File: src/rtl/ascii_to_fix.sv
// ascii_to_fix: parses a decimal ASCII string into a signed Q(INT_W-1).4 fixed-point word.
// Define ASCII_TO_FIX_ROUND_EN to round the fraction to nearest instead of truncating.
module ascii_to_fix #(
  parameter int INT_W = 12
) (
  input  logic             clk,
  input  logic             rst,
  input  logic [7:0]       i_data,
  input  logic             i_valid,
  output logic             o_ready,
  output logic [INT_W+3:0] o_fix,
  output logic             o_err,
  output logic             o_ovf,
  output logic             o_valid,
  input  logic             i_ready
);
  localparam int IW = INT_W - 1;  // integer magnitude bits (sign handled separately)
  localparam int MW = IW + 4;     // magnitude width including 4 fraction bits

  typedef enum logic [2:0] {S_IDLE, S_INT, S_FRAC, S_ERR, S_PAD, S_CONV, S_OUT} state_t;
  state_t state, state_nxt;

  logic          neg, ovf, has_dig;
  logic [IW-1:0] int_acc;
  logic [13:0]   d_acc;
  logic [2:0]    n_cnt;
  logic          is_dig, is_minus, is_dot, is_term, take;
  logic [3:0]    dig;
  logic [IW+3:0] int_mul;
  logic [13:0]   d_mul;
  logic [3:0]    frac;
  logic [IW-1:0] int_c;
  logic          ovf_c;
  logic [MW-1:0] mag;
  logic [MW:0]   fix_c;

  assign is_dig   = (i_data >= 8'h30) && (i_data <= 8'h39);
  assign is_minus = (i_data == 8'h2D);
  assign is_dot   = (i_data == 8'h2E);
  assign is_term  = i_data inside {8'h0D, 8'h0A, 8'h20, 8'h00};
  assign dig      = i_data[3:0];
  assign o_ready  = !rst && (state inside {S_IDLE, S_INT, S_FRAC, S_ERR});
  assign take     = i_valid && o_ready;
  assign int_mul  = {4'b0, int_acc} * {{IW{1'b0}}, 4'd10} + {{IW{1'b0}}, dig};
  assign d_mul    = d_acc * 14'd10;

  // D holds the fraction scaled to 4 decimal digits, so each 1/16 step is 625
`ifdef ASCII_TO_FIX_ROUND_EN
  logic [14:0] d_rnd;
  logic [4:0]  q;
  logic [IW:0] int_inc;
  always_comb begin
    d_rnd = {1'b0, d_acc} + 15'd312;
    q = '0;
    for (int k = 1; k <= 16; k++)
      if (d_rnd >= 15'(625 * k)) q = q + 5'd1;
    frac    = q[3:0];
    int_inc = {1'b0, int_acc} + {{IW{1'b0}}, q[4]};
    int_c   = int_inc[IW-1:0];
    ovf_c   = ovf | int_inc[IW];
  end
`else
  always_comb begin
    frac = '0;
    for (int k = 1; k <= 15; k++)
      if (d_acc >= 14'(625 * k)) frac = frac + 4'd1;
    int_c = int_acc;
    ovf_c = ovf;
  end
`endif

  always_comb begin
    mag   = ovf_c ? '1 : {int_c, frac};
    fix_c = neg ? -{1'b0, mag} : {1'b0, mag};
    if (ovf_c && neg) fix_c = {1'b1, {MW{1'b0}}};
  end

  always_ff @(posedge clk or posedge rst) begin
    if (rst) state <= S_IDLE;
    else     state <= state_nxt;
  end

  always_comb begin
    state_nxt = state;
    case (state)
      S_IDLE: if (take) begin
        if (is_minus || is_dig) state_nxt = S_INT;
        else if (is_dot)        state_nxt = S_FRAC;
        else if (!is_term)      state_nxt = S_ERR;
      end
      S_INT: if (take) begin
        if (is_dot)        state_nxt = S_FRAC;
        else if (is_term)  state_nxt = has_dig ? S_PAD : S_OUT;
        else if (!is_dig)  state_nxt = S_ERR;
      end
      S_FRAC: if (take) begin
        if (is_term)      state_nxt = !has_dig ? S_OUT : (n_cnt == 3'd4) ? S_CONV : S_PAD;
        else if (!is_dig) state_nxt = S_ERR;
      end
      S_ERR:  if (take && is_term) state_nxt = S_OUT;
      S_PAD:  if (n_cnt == 3'd3) state_nxt = S_CONV;
      S_CONV: state_nxt = S_OUT;
      S_OUT:  if (i_ready) state_nxt = S_IDLE;
      default: state_nxt = S_IDLE;
    endcase
  end

  always_ff @(posedge clk or posedge rst) begin
    if (rst) begin
      neg     <= 1'b0;
      ovf     <= 1'b0;
      has_dig <= 1'b0;
      int_acc <= '0;
      d_acc   <= '0;
      n_cnt   <= '0;
      o_fix   <= '0;
      o_err   <= 1'b0;
      o_ovf   <= 1'b0;
      o_valid <= 1'b0;
    end else begin
      case (state)
        S_IDLE, S_INT: if (take) begin
          if (is_dig) begin
            has_dig <= 1'b1;
            if (int_mul > {4'b0, {IW{1'b1}}}) begin
              ovf     <= 1'b1;
              int_acc <= '1;
            end else begin
              int_acc <= int_mul[IW-1:0];
            end
          end else if (is_minus && state == S_IDLE) begin
            neg <= 1'b1;
          end
        end
        S_FRAC: if (take && is_dig) begin
          has_dig <= 1'b1;
          if (n_cnt < 3'd4) begin
            d_acc <= d_mul + {10'd0, dig};
            n_cnt <= n_cnt + 3'd1;
          end
        end
        S_PAD: begin
          d_acc <= d_mul;
          n_cnt <= n_cnt + 3'd1;
        end
        S_CONV: begin
          o_fix   <= fix_c;
          o_ovf   <= ovf_c;
          o_err   <= 1'b0;
          o_valid <= 1'b1;
        end
        S_OUT: if (i_ready) begin
          o_valid <= 1'b0;
          neg     <= 1'b0;
          ovf     <= 1'b0;
          has_dig <= 1'b0;
          int_acc <= '0;
          d_acc   <= '0;
          n_cnt   <= '0;
        end
        default: ;
      endcase
      // direct jumps to OUT from the parse states are always syntax errors
      if (state_nxt == S_OUT && (state inside {S_INT, S_FRAC, S_ERR})) begin
        o_fix   <= '0;
        o_err   <= 1'b1;
        o_ovf   <= 1'b0;
        o_valid <= 1'b1;
      end
    end
  end
endmodule

File: config.mk
export PLATFORM = sky130hd
export DESIGN_NAME = ascii_to_fix
export DESIGN_NICKNAME = d
export VERILOG_FILES = /design/src/rtl/ascii_to_fix.sv
export SDC_FILE = /design/constraint.sdc
export NUM_CORES = 1
export LEC_CHECK = 0
export CORE_MARGIN = 1.5
export CORE_UTILIZATION = 45
export CTS_CLUSTER_SIZE = 10
export DETAILED_ROUTE_END_ITERATION = 7
export GPL_TIMING_DRIVEN = 0
export PLACE_DENSITY = 0.7
export SLEW_MARGIN = 25
export SYNTH_ARGS = -nofsm -noshare
export SYNTH_HDL_FRONTEND = slang
export SYNTH_SLANG_ARGS = --single-unit
File: constraint.sdc
create_clock -name clk -period 9.1 [get_ports clk]
set_input_delay 1.82 -clock clk [delete_from_list [all_inputs] [get_ports clk]]
set_output_delay 1.82 -clock clk [all_outputs]
set_load 0.005 [all_outputs]
==> impl_results.md <==
* Status: finished clean
* Root buffer cell: clkbuf_16
* Seq cells post-synth at 53
* Synth area leaders: dfrtp_1, ha_1, xnor2_1, o21ai_0, a21oi_1
* Combinational family with the most area after synthesis: compound AO/OA/AOI/OAI gates
* Crit end category: flip-flop
* FP Rows at 44
* Clk pwr share at 0.202
* Dpl ws at -1.25 ns
* DRC at 0
* Area share of the largest cell type after synthesis at 0.200
* Pleak at 3.51 nW
* CP max-delay cell: xor3_2
* WL/cell at 16.7 µm
* Fin util at 0.562
* I/O Buffers at 31
* Fin crit share at 0.988
* Synth Area in Compound Gates at 0.263
* Distinct cell type count after synthesis at 85
* Max clock buf depth at 2
* Area Overhead vs Synth at 22.6%
* Die area at 15500 µm²
* Post-synth top area cell: dfrtp_1
* Seq pwr share at 0.319
* Psw at 0.438 mW
* DR pass1 iterations at 5
* RSZ-0062 raised after global routing: true
* Antenna violations before repair at 0
* CP required at 9.34 ns
* Final antenna-violating net count at 0
* GRT Total Usage at 0.224
* Cell Area, Placed at 7190 µm²
* Clock buffer count from CTS at 5
* Clock tree sinks at 53
* DR vias/cell at 6.09
* Final Max Slew Viols at 0
* Grt total ovfl at 0
* Most common cell after layout, fill and taps aside: nand2_1
* CTS Hold Bufs at 0
* Worst hold slack at 0.481 ns
* EDFF count, synth at 0
* Critical Path Start Type: flip-flop
* Synth Area in Simple Gates at 0.229
* CP Data Arrival Time at 9.23 ns
* Setup slack after layout at 0.111 ns
* Via count at 6609
* Core box area at 14500 µm²
* Register area share after synthesis at 0.200
* P_int at 0.671 mW
* Largest net degree at the start of global routing at 54
* HPWL after DPL at 12700 µm
* Initial cell density of the core at 0.459
* Worst Tran Pin Value at 0.741 ns
* Fraction of layout cells with a size suffix above 1 at 0.175
* Final worst path period need at 8.99 ns
* Post-synth top flop: dfrtp_1
* DIE WIDTH at 124 µm
* Adder-Cell Fraction of Synth Area at 0.127
* Vias in the first global route at 6109
* Synthesized cell area at 6640 µm²
* Multiplexer share of the synthesized area at 0.00772
* Most used cell, CP: ha_1
* DP Cell Count at 1041
* Die height at 124 µm
* Max_cap viols at 0
* Max-slew headroom at 0.504
* Final cell count without fillers at 1085
* Worst Path Max Fanout at 8
* N_diodes at 0
* Post-synthesis net count at 903
* Final setup TNS at 0 ns
* Total power at 1.11 mW
* Syn Inst Count at 826
* Number of fill cells at 1331
* Initial DRC Count at 521
* Pwr Density at 136 nW/µm²
* First-pass GRT wire length at 29700 µm
* CTS tree: yes
* Routability congestion estimate at 0.914
* Clock Pin Slew Worst Setup and Hold Paths at 0.07 ns
* Max Clk Rate at 0.111 GHz
* Most frequent cells in the layout: nand2_1, nor2_1, ha_1
* Sw Share at 0.395
* I/O pins at 32
* Max VDD drop at 0.162 mV
* DRT Wirelength at 18100 µm
* Nets@finish at 977
* Fin. Hold Viols at 0
* Logic pwr share at 0.479
* Synthesis Warnings at 0
* Worst skew pair latency at 0.30 ns
* Crit path largest cell delay at 0.47 ns
* Hold WC Path Type: reg2reg
* Synth Area in XOR/XNOR at 0.122
* Crit Path Class: reg2reg
* FFs w/ async S/R, synth at 1.00
* H-tree depth at 2
* Setup Skew at 0.0113 ns
* # setup viols final at 0
* Mean Syn Cell Area at 8.04 µm²
* Final instance area at 8140 µm²
cells by family (layout without fill, tap and decap cells):
family          count (synthesis)  in the layout
simple gates                  290            290
compound gates                252            252
buf+inv                        82            157
xor+xnor                       79             79
fa+ha+maj                      65             65
flops                          53             53
mux                             5              5
critical path, delay by kind of cell (launching register included):
kind                       cells  cell delay (ns)
buffers and inverters          4             0.63
AOI/OAI and AO/OA             12             2.57
DFF                            1             0.40
adders and majority gates      7             1.93
and+or+nand+nor                8             1.43
xor gates and xnor gates      10             1.97
per-layer routing:
metal	global-route usage	vias to the layer above	share of wire	wire, µm
li1	-	3207	-	-
met1	0.333	3174	0.47	8560
met2	0.352	217	0.46	8340
met3	0.0258	11	0.060	1090
met4	0.0412	0	0.0073	133
met5	0	-	0	0
final timing paths:
check / start / end / slack [ns] / cells after the start
setup reg to reg: d_acc[4] / o_fix[7] / 0.11 / 41
max in group asynchronous: rst / d_acc[10] / 6.65 / 2
hold / removal: n_cnt[2] / n_cnt[2] / 0.48 / 2
min in group asynchronous: rst / d_acc[1] / 2.00 / 2
hold reg to reg: n_cnt[2] / n_cnt[2] / 0.48 / 2
setup / recovery: d_acc[4] / o_fix[7] / 0.11 / 41
repair_timing:
item	4_1_cts	5_1_grt
setup buffers	11	27
gates cloned	0	0
setup endpoints to repair	15	14
pin swaps	10	51
resized for setup	28	91
synthesized netlist by cell type, types with 20 or more instances:
library cell	number
a21oi_1	54
clkbuf_1	25
dfrtp_1	53
ha_1	61
inv_1	33
nand2_1	69
nor2_1	69
nor3_1	25
o21ai_0	60
xnor2_1	51
xor2_1	20
power by group through the flow:
stage	sequential (mW)	clock (mW)	combinational [mW]
floorplan	0.335	0	0.347
global placement	0.355	0	0.477
detailed placement	0.355	0	0.483
CTS	0.350	0.225	0.493
global route	0.361	0.235	0.600
finish	0.354	0.224	0.531
flip-flops by register name, summed over array words and instances, names as in the netlist:
signal,flops
o_fix,16
o_err,1
int_acc,11
d_acc,14
state,3
n_cnt,3
o_valid,1
o_ovf,1
ovf,1
has_dig,1
neg,1
area by class of cell:
type                            count  area (µm²)  area share
Multi-Input combinational cell    691        5430       0.667
Sequential cell                    53        1330       0.164
Timing Repair Buffer               69         597      0.0733
Buffer                             46         255      0.0313
Tap cell                          184         230      0.0283
Inverter                           34         130      0.0160
Clock buffer                        5         125      0.0154
Clock inverter                      3        43.8     0.00538
(Power assumes the default switching activity.)
